$ cat config.mk
export PLATFORM = sky130hd
export DESIGN_NAME = mem_access_unit_flat
export DESIGN_NICKNAME = d
export VERILOG_FILES = /design/src/rtl/mem_access_unit_if.sv /design/src/rtl/mem_access_unit.sv /design/src/flat_wrapper.sv
export SDC_FILE = /design/constraint.sdc
export NUM_CORES = 1
export LEC_CHECK = 0
export CORE_MARGIN = 3
export CORE_UTILIZATION = 50
export DETAILED_ROUTE_END_ITERATION = 8
export DONT_BUFFER_PORTS = 1
export PLACE_DENSITY_LB_ADDON = 0.15
export SETUP_SLACK_MARGIN = 0.1
export SYNTH_ARGS = -nofsm -noshare
export SYNTH_HDL_FRONTEND = slang
export SYNTH_SLANG_ARGS = --single-unit
$ cat constraint.sdc
create_clock -name clk -period 4.5 [get_ports clk]
set_clock_uncertainty 0.2 [all_clocks]
set_input_delay 0.675 -clock clk [delete_from_list [all_inputs] [get_ports clk]]
set_output_delay 0.675 -clock clk [all_outputs]
set_load 0.01 [all_outputs]
$ cat src/rtl/mem_access_unit_if.sv
// Request/completion and BRAM port bundle for the data-memory responder.
// slave = the responder itself; master = sequencer plus BRAM side.
interface mem_access_unit_if #(
  parameter int ADDR_WIDTH = 14
);
  logic                  req;
  logic                  req_we;
  logic [31:0]           req_addr;
  logic [1:0]            req_size;
  logic                  req_unsigned;
  logic [31:0]           req_wdata;
  logic                  busy;
  logic                  done;
  logic                  misaligned;
  logic [31:0]           rdata;
  logic                  bram_en;
  logic [3:0]            bram_we;
  logic [ADDR_WIDTH-1:0] bram_addr;
  logic [31:0]           bram_wdata;
  logic [31:0]           bram_rdata;

  modport slave (
    input  req, req_we, req_addr, req_size, req_unsigned, req_wdata, bram_rdata,
    output busy, done, misaligned, rdata, bram_en, bram_we, bram_addr, bram_wdata
  );

  modport master (
    output req, req_we, req_addr, req_size, req_unsigned, req_wdata, bram_rdata,
    input  busy, done, misaligned, rdata, bram_en, bram_we, bram_addr, bram_wdata
  );
endinterface

$ cat src/rtl/mem_access_unit.sv
// Data-memory responder: one load/store at a time against a synchronous BRAM.
// Latency store 2, load 2+READ_LATENCY, misaligned 1; requests arriving while busy are dropped.
module mem_access_unit #(
  parameter int ADDR_WIDTH   = 14,
  parameter int READ_LATENCY = 2
) (
  input logic              clk,
  input logic              reset,
  mem_access_unit_if.slave bus
);
  typedef enum logic [1:0] {IDLE, ACCESS, WAIT, DONE} state_e;

  localparam logic [2:0] CNT_INIT = 3'(READ_LATENCY - 1);

  state_e                state_q, state_d;
  logic                  we_q, we_d;
  logic                  uns_q, uns_d;
  logic                  mis_q, mis_d;
  logic [1:0]            size_q, size_d;
  logic [1:0]            off_q, off_d;
  logic [2:0]            cnt_q, cnt_d;
  logic [31:0]           rdata_q, rdata_d;
  logic                  bram_en_q, bram_en_d;
  logic [3:0]            bram_we_q, bram_we_d;
  logic [ADDR_WIDTH-1:0] bram_addr_q, bram_addr_d;
  logic [31:0]           bram_wdata_q, bram_wdata_d;

  logic                  req_mis;
  logic [3:0]            st_we;
  logic [31:0]           st_wdata;
  logic [7:0]            rd_byte;
  logic [15:0]           rd_half;
  logic [31:0]           ld_val;

  // Store lanes and alignment are decided straight from the request so the
  // registered BRAM strobes are already valid in the ACCESS cycle.
  always_comb begin
    req_mis  = 1'b0;
    st_we    = 4'b1111;
    st_wdata = bus.req_wdata;
    unique case (bus.req_size)
      2'd0: begin
        st_we    = 4'b0001 << bus.req_addr[1:0];
        st_wdata = {4{bus.req_wdata[7:0]}};
      end
      2'd1: begin
        req_mis  = bus.req_addr[0];
        st_we    = bus.req_addr[1] ? 4'b1100 : 4'b0011;
        st_wdata = {2{bus.req_wdata[15:0]}};
      end
      default: req_mis = (bus.req_addr[1:0] != 2'b00);
    endcase
  end

  always_comb begin
    rd_byte = bus.bram_rdata[{off_q, 3'b000} +: 8];
    rd_half = off_q[1] ? bus.bram_rdata[31:16] : bus.bram_rdata[15:0];
    unique case (size_q)
      2'd0:    ld_val = {{24{~uns_q & rd_byte[7]}}, rd_byte};
      2'd1:    ld_val = {{16{~uns_q & rd_half[15]}}, rd_half};
      default: ld_val = bus.bram_rdata;
    endcase
  end

  always_comb begin
    state_d      = state_q;
    we_d         = we_q;
    uns_d        = uns_q;
    mis_d        = mis_q;
    size_d       = size_q;
    off_d        = off_q;
    cnt_d        = cnt_q;
    rdata_d      = rdata_q;
    bram_en_d    = 1'b0;
    bram_we_d    = 4'b0000;
    bram_addr_d  = bram_addr_q;
    bram_wdata_d = bram_wdata_q;
    unique case (state_q)
      IDLE: begin
        if (bus.req) begin
          we_d   = bus.req_we;
          uns_d  = bus.req_unsigned;
          size_d = bus.req_size;
          off_d  = bus.req_addr[1:0];
          mis_d  = req_mis;
          if (req_mis) begin
            state_d = DONE;
          end else begin
            state_d     = ACCESS;
            bram_en_d   = 1'b1;
            bram_addr_d = bus.req_addr[ADDR_WIDTH+1:2];
            if (bus.req_we) begin
              bram_we_d    = st_we;
              bram_wdata_d = st_wdata;
            end
          end
        end
      end
      ACCESS: begin
        if (we_q) begin
          state_d = DONE;
        end else begin
          state_d = WAIT;
          cnt_d   = CNT_INIT;
        end
      end
      WAIT: begin
        if (cnt_q == 3'd0) begin
          rdata_d = ld_val;
          state_d = DONE;
        end else begin
          cnt_d = cnt_q - 3'd1;
        end
      end
      DONE: state_d = IDLE;
      default: state_d = IDLE;
    endcase
  end

  always_ff @(posedge clk) begin
    if (reset) begin
      state_q      <= IDLE;
      we_q         <= 1'b0;
      uns_q        <= 1'b0;
      mis_q        <= 1'b0;
      size_q       <= 2'd0;
      off_q        <= 2'd0;
      cnt_q        <= 3'd0;
      rdata_q      <= 32'd0;
      bram_en_q    <= 1'b0;
      bram_we_q    <= 4'b0000;
      bram_addr_q  <= '0;
      bram_wdata_q <= 32'd0;
    end else begin
      state_q      <= state_d;
      we_q         <= we_d;
      uns_q        <= uns_d;
      mis_q        <= mis_d;
      size_q       <= size_d;
      off_q        <= off_d;
      cnt_q        <= cnt_d;
      rdata_q      <= rdata_d;
      bram_en_q    <= bram_en_d;
      bram_we_q    <= bram_we_d;
      bram_addr_q  <= bram_addr_d;
      bram_wdata_q <= bram_wdata_d;
    end
  end

  assign bus.busy       = (state_q != IDLE);
  assign bus.done       = (state_q == DONE);
  assign bus.misaligned = (state_q == DONE) && mis_q;
  assign bus.rdata      = rdata_q;
  assign bus.bram_en    = bram_en_q;
  assign bus.bram_we    = bram_we_q;
  assign bus.bram_addr  = bram_addr_q;
  assign bus.bram_wdata = bram_wdata_q;
endmodule

$ cat src/flat_wrapper.sv
// flat-port wrapper written by rule: the top's interface ports become plain ports
module mem_access_unit_flat 
#(
  parameter int ADDR_WIDTH   = 14,
  parameter int READ_LATENCY = 2
)
  (clk, reset, bus_req, bus_req_we, bus_req_addr, bus_req_size, bus_req_unsigned, bus_req_wdata, bus_bram_rdata, bus_busy, bus_done, bus_misaligned, bus_rdata, bus_bram_en, bus_bram_we, bus_bram_addr, bus_bram_wdata);
  mem_access_unit_if #(.ADDR_WIDTH(ADDR_WIDTH)) bus_i ();
  input logic clk;
  input logic reset;
  input wire logic [$bits(bus_i.req)-1:0] bus_req;
  input wire logic [$bits(bus_i.req_we)-1:0] bus_req_we;
  input wire logic [$bits(bus_i.req_addr)-1:0] bus_req_addr;
  input wire logic [$bits(bus_i.req_size)-1:0] bus_req_size;
  input wire logic [$bits(bus_i.req_unsigned)-1:0] bus_req_unsigned;
  input wire logic [$bits(bus_i.req_wdata)-1:0] bus_req_wdata;
  input wire logic [$bits(bus_i.bram_rdata)-1:0] bus_bram_rdata;
  output wire logic [$bits(bus_i.busy)-1:0] bus_busy;
  output wire logic [$bits(bus_i.done)-1:0] bus_done;
  output wire logic [$bits(bus_i.misaligned)-1:0] bus_misaligned;
  output wire logic [$bits(bus_i.rdata)-1:0] bus_rdata;
  output wire logic [$bits(bus_i.bram_en)-1:0] bus_bram_en;
  output wire logic [$bits(bus_i.bram_we)-1:0] bus_bram_we;
  output wire logic [$bits(bus_i.bram_addr)-1:0] bus_bram_addr;
  output wire logic [$bits(bus_i.bram_wdata)-1:0] bus_bram_wdata;
  assign bus_i.req = bus_req;
  assign bus_i.req_we = bus_req_we;
  assign bus_i.req_addr = bus_req_addr;
  assign bus_i.req_size = bus_req_size;
  assign bus_i.req_unsigned = bus_req_unsigned;
  assign bus_i.req_wdata = bus_req_wdata;
  assign bus_i.bram_rdata = bus_bram_rdata;
  assign bus_busy = bus_i.busy;
  assign bus_done = bus_i.done;
  assign bus_misaligned = bus_i.misaligned;
  assign bus_rdata = bus_i.rdata;
  assign bus_bram_en = bus_i.bram_en;
  assign bus_bram_we = bus_i.bram_we;
  assign bus_bram_addr = bus_i.bram_addr;
  assign bus_bram_wdata = bus_i.bram_wdata;
  mem_access_unit #(.ADDR_WIDTH(ADDR_WIDTH), .READ_LATENCY(READ_LATENCY)) u_core (.clk(clk), .reset(reset), .bus(bus_i));
endmodule
==> run metrics <==
worst setup path start u_core.state_q[0]; Yosys cell types 48; final hold violations 0; GR Overflow Total 0; port bufs 0; CTS tree done; YS warnings 0; placed cell count 573; Avg Vias per Cell 6.02; Root Driver clkbuf_8; antenna viol nets, final 0; clk buf depth 2; Period minus WS final 2.58 ns; largest net degree at the start of global routing 94; Post-synth EDFFs 0; first-pass GRT wire length 17500 microns; net total in the final layout 589; register area share after synthesis 0.425; Post-Place Cell Area 4410 sq um; HPWL Detailed 7920 microns; mux contribution to synthesized area 0.110; critical path class register to register; routed wire length 11200 microns; number of CTS-inserted buffers 9; Non-Filler Instances 588; Slew HR 0.381; Avg WL per Cell 19.1 microns; pre-CTS WS 1.99 ns; Leakage 1.73 nW; R2R Setup Slk 1.92 ns; prevailing post-synth register cell dfxtp_1; Tightest Hold Check Type primary input to register; startpoint types register; hold_buf cts 0; xor-xnor portion of the synthesized cell area 0; layout cells sized above 1 0.104; Slew Limit Fails 0; initial core utilization 0.528; CP Max Fanout 30; flops & latches, synth 95; number of diodes 0; chip height 101 microns; Clock Latency Late Sink 0.35 ns; Vias 3540; Top-Level Pins 189; drc violations 0; total power 2.30 mW; First DRT Iteration DRCs 137; Synth Area per Inst 8.86 sq um; worst setup margin 1.92 ns; Layout area overhead 2.43%; cell count of the worst reg-to-reg path 7; Post-CTS Resized 0; Post-synth ARST share 0; GPL Wtd Cong 0.834; worst slew pin tran 0.929 ns; simple-gate share of the synthesized area 0.178; final setup fails 0; number of max-cap violations 0; die area 10100 sq um; post-CTS setup buffer count 0; period utilisation layout 0.574; RSZ-0062 raised after global routing false; core area 8460 sq um; Clock transition at path regs 0.09 ns; initial antenna violation count 0; Critical R2R Capture u_core.bus.rdata[20]; Crit. End Element register; Worst Setup EP u_core.bus.rdata[20]; htree depth 3; setup TNS 0 ns; status finished, final reports clean; final instance area 4580 sq um; main combinational cell family by area after synthesis compound AO/OA/AOI/OAI gates; critical path arrival 2.66 ns; Die W 101 microns; Synth Instances 505; Critical R2R Launch u_core.state_q[0]; Power Dens Cells 502 nW/um^2; FP Rows 33; layout filler cell count 802; 1st-pass router iterations 4; Peak VDD IR 218 uV; CTS Sinks 95; syn_nets 615; Synth Area in Compound Gates 0.213; CP required 4.58 ns; post-synthesis cell area 4470 sq um; total global routing track utilization 0.218; Synth Area in Adders 0.0196; vias in the first global route 3446; Highest Clock Rate 0.387 GHz
[area by class of cell]
class	instances	area, sq um	area share
clock inverters	5	33.8	0.00738
repair buffers	2	15.0	0.00328
well taps	105	131	0.0287
inverters	9	33.8	0.00738
flip-flops and latches	95	1900	0.415
clock buffers	10	138	0.0300
multi-input cells	362	2330	0.508
[worst max-delay path, stage by stage, from the launching register on]
cell,delay (ns)
dfxtp_1,0.35
inv_1,0.15
ha_1,0.29
and3b_1,0.81
buf_4,0.32
and3_1,0.19
a21oi_1,0.05
o21ai_0,0.16
[report_power, final]
group | switching (mW) | internal (mW) | leakage, nW | total, mW
Sequential | 0.189 | 0.996 | 0.773 | 1.19
Combinational | 0.355 | 0.256 | 0.873 | 0.611
Clock | 0.288 | 0.213 | 0.0845 | 0.501
Total | 0.832 | 1.47 | 1.73 | 2.30
[worst min path at each step]
stage                                from                         to  slack (ns)  cells past startpoint
after floorplan              u_core.mis_q               u_core.mis_q        0.25                      2
after global placement    u_core.cnt_q[1]            u_core.cnt_q[1]        0.25                      2
after detailed placement  u_core.cnt_q[0]            u_core.cnt_q[0]        0.26                      1
after CTS                           reset  u_core.bus.bram_wdata[12]        0.17                      1
after global routing                reset       u_core.bus.rdata[14]        0.16                      1
final                               reset       u_core.bus.rdata[14]        0.19                      1
[cells by family after synthesis]
| logic type | after synthesis |
|---|---|
| AO/OA/AOI/OAI | 144 |
| AND/OR/NAND/NOR | 164 |
| adder cells (fa/ha/maj) | 7 |
| multiplexers | 47 |
| flip-flops | 95 |
| buffers and inverters | 48 |
[metal layers]
metal  global-route usage  wire length (microns)  up-vias
met4               0.0622                    174        0
li1                     -                      -     1742
met2                0.343                   5140      134
met1                0.274                   4670     1647
met3               0.0913                   1230       17
met5                    0                      0        -
[cell usage after synthesis, drive strengths merged, types with 8 or more instances]
master	number	area [sq um]
a21oi	57	297
nor3	9	45.0
buf	22	145
a211oi	18	158
mux2i	33	334
inv	8	30.0
nand3b	9	71.3
nor2	47	176
mux2	14	158
a311oi	9	104
nand2	60	225
dfxtp	95	1900
o211ai	8	60.1
clkbuf	17	63.8
and3	19	124
o21ai	36	191
[stage by stage]
stage,hold slack (ns),utilization
detailed placement,0.261,0.521
global route,0.156,0.541
CTS,0.168,0.541
floorplan,0.247,-
global placement,0.254,0.521
finish,0.189,0.541
[cell usage in the layout (no fill, tap or decap), drive strengths merged, types with 2 or more instances in the layout]
master and count:
or3b 2, inv 9, clkinvlp 2, dfxtp 95, ha 7, a311oi 9, nand2b 3, nor3b 2
nand3b 9, clkbuf 10, buf 2, a211oi 18, o22ai 3, clkinv 3, a21oi 57, nand2 60
nor3 9, o211ai 8, nand3 7, mux2i 33, o21ai 36, o21bai 2, a221o 7, mux2 14
nor2 47, and3 19
[sequential cells by signal, summed over array words and instances, names as in the netlist, 2 cells and up]
name and flops:
u_core.bus.bram_wdata 32, u_core.bus.bram_addr 14, u_core.off_q 2, u_core.size_q 2, u_core.state_q 2, u_core.cnt_q 3
u_core.bus.rdata 32, u_core.bus.bram_we 4
No activity file was read; power rests on OpenSTA's default activity.
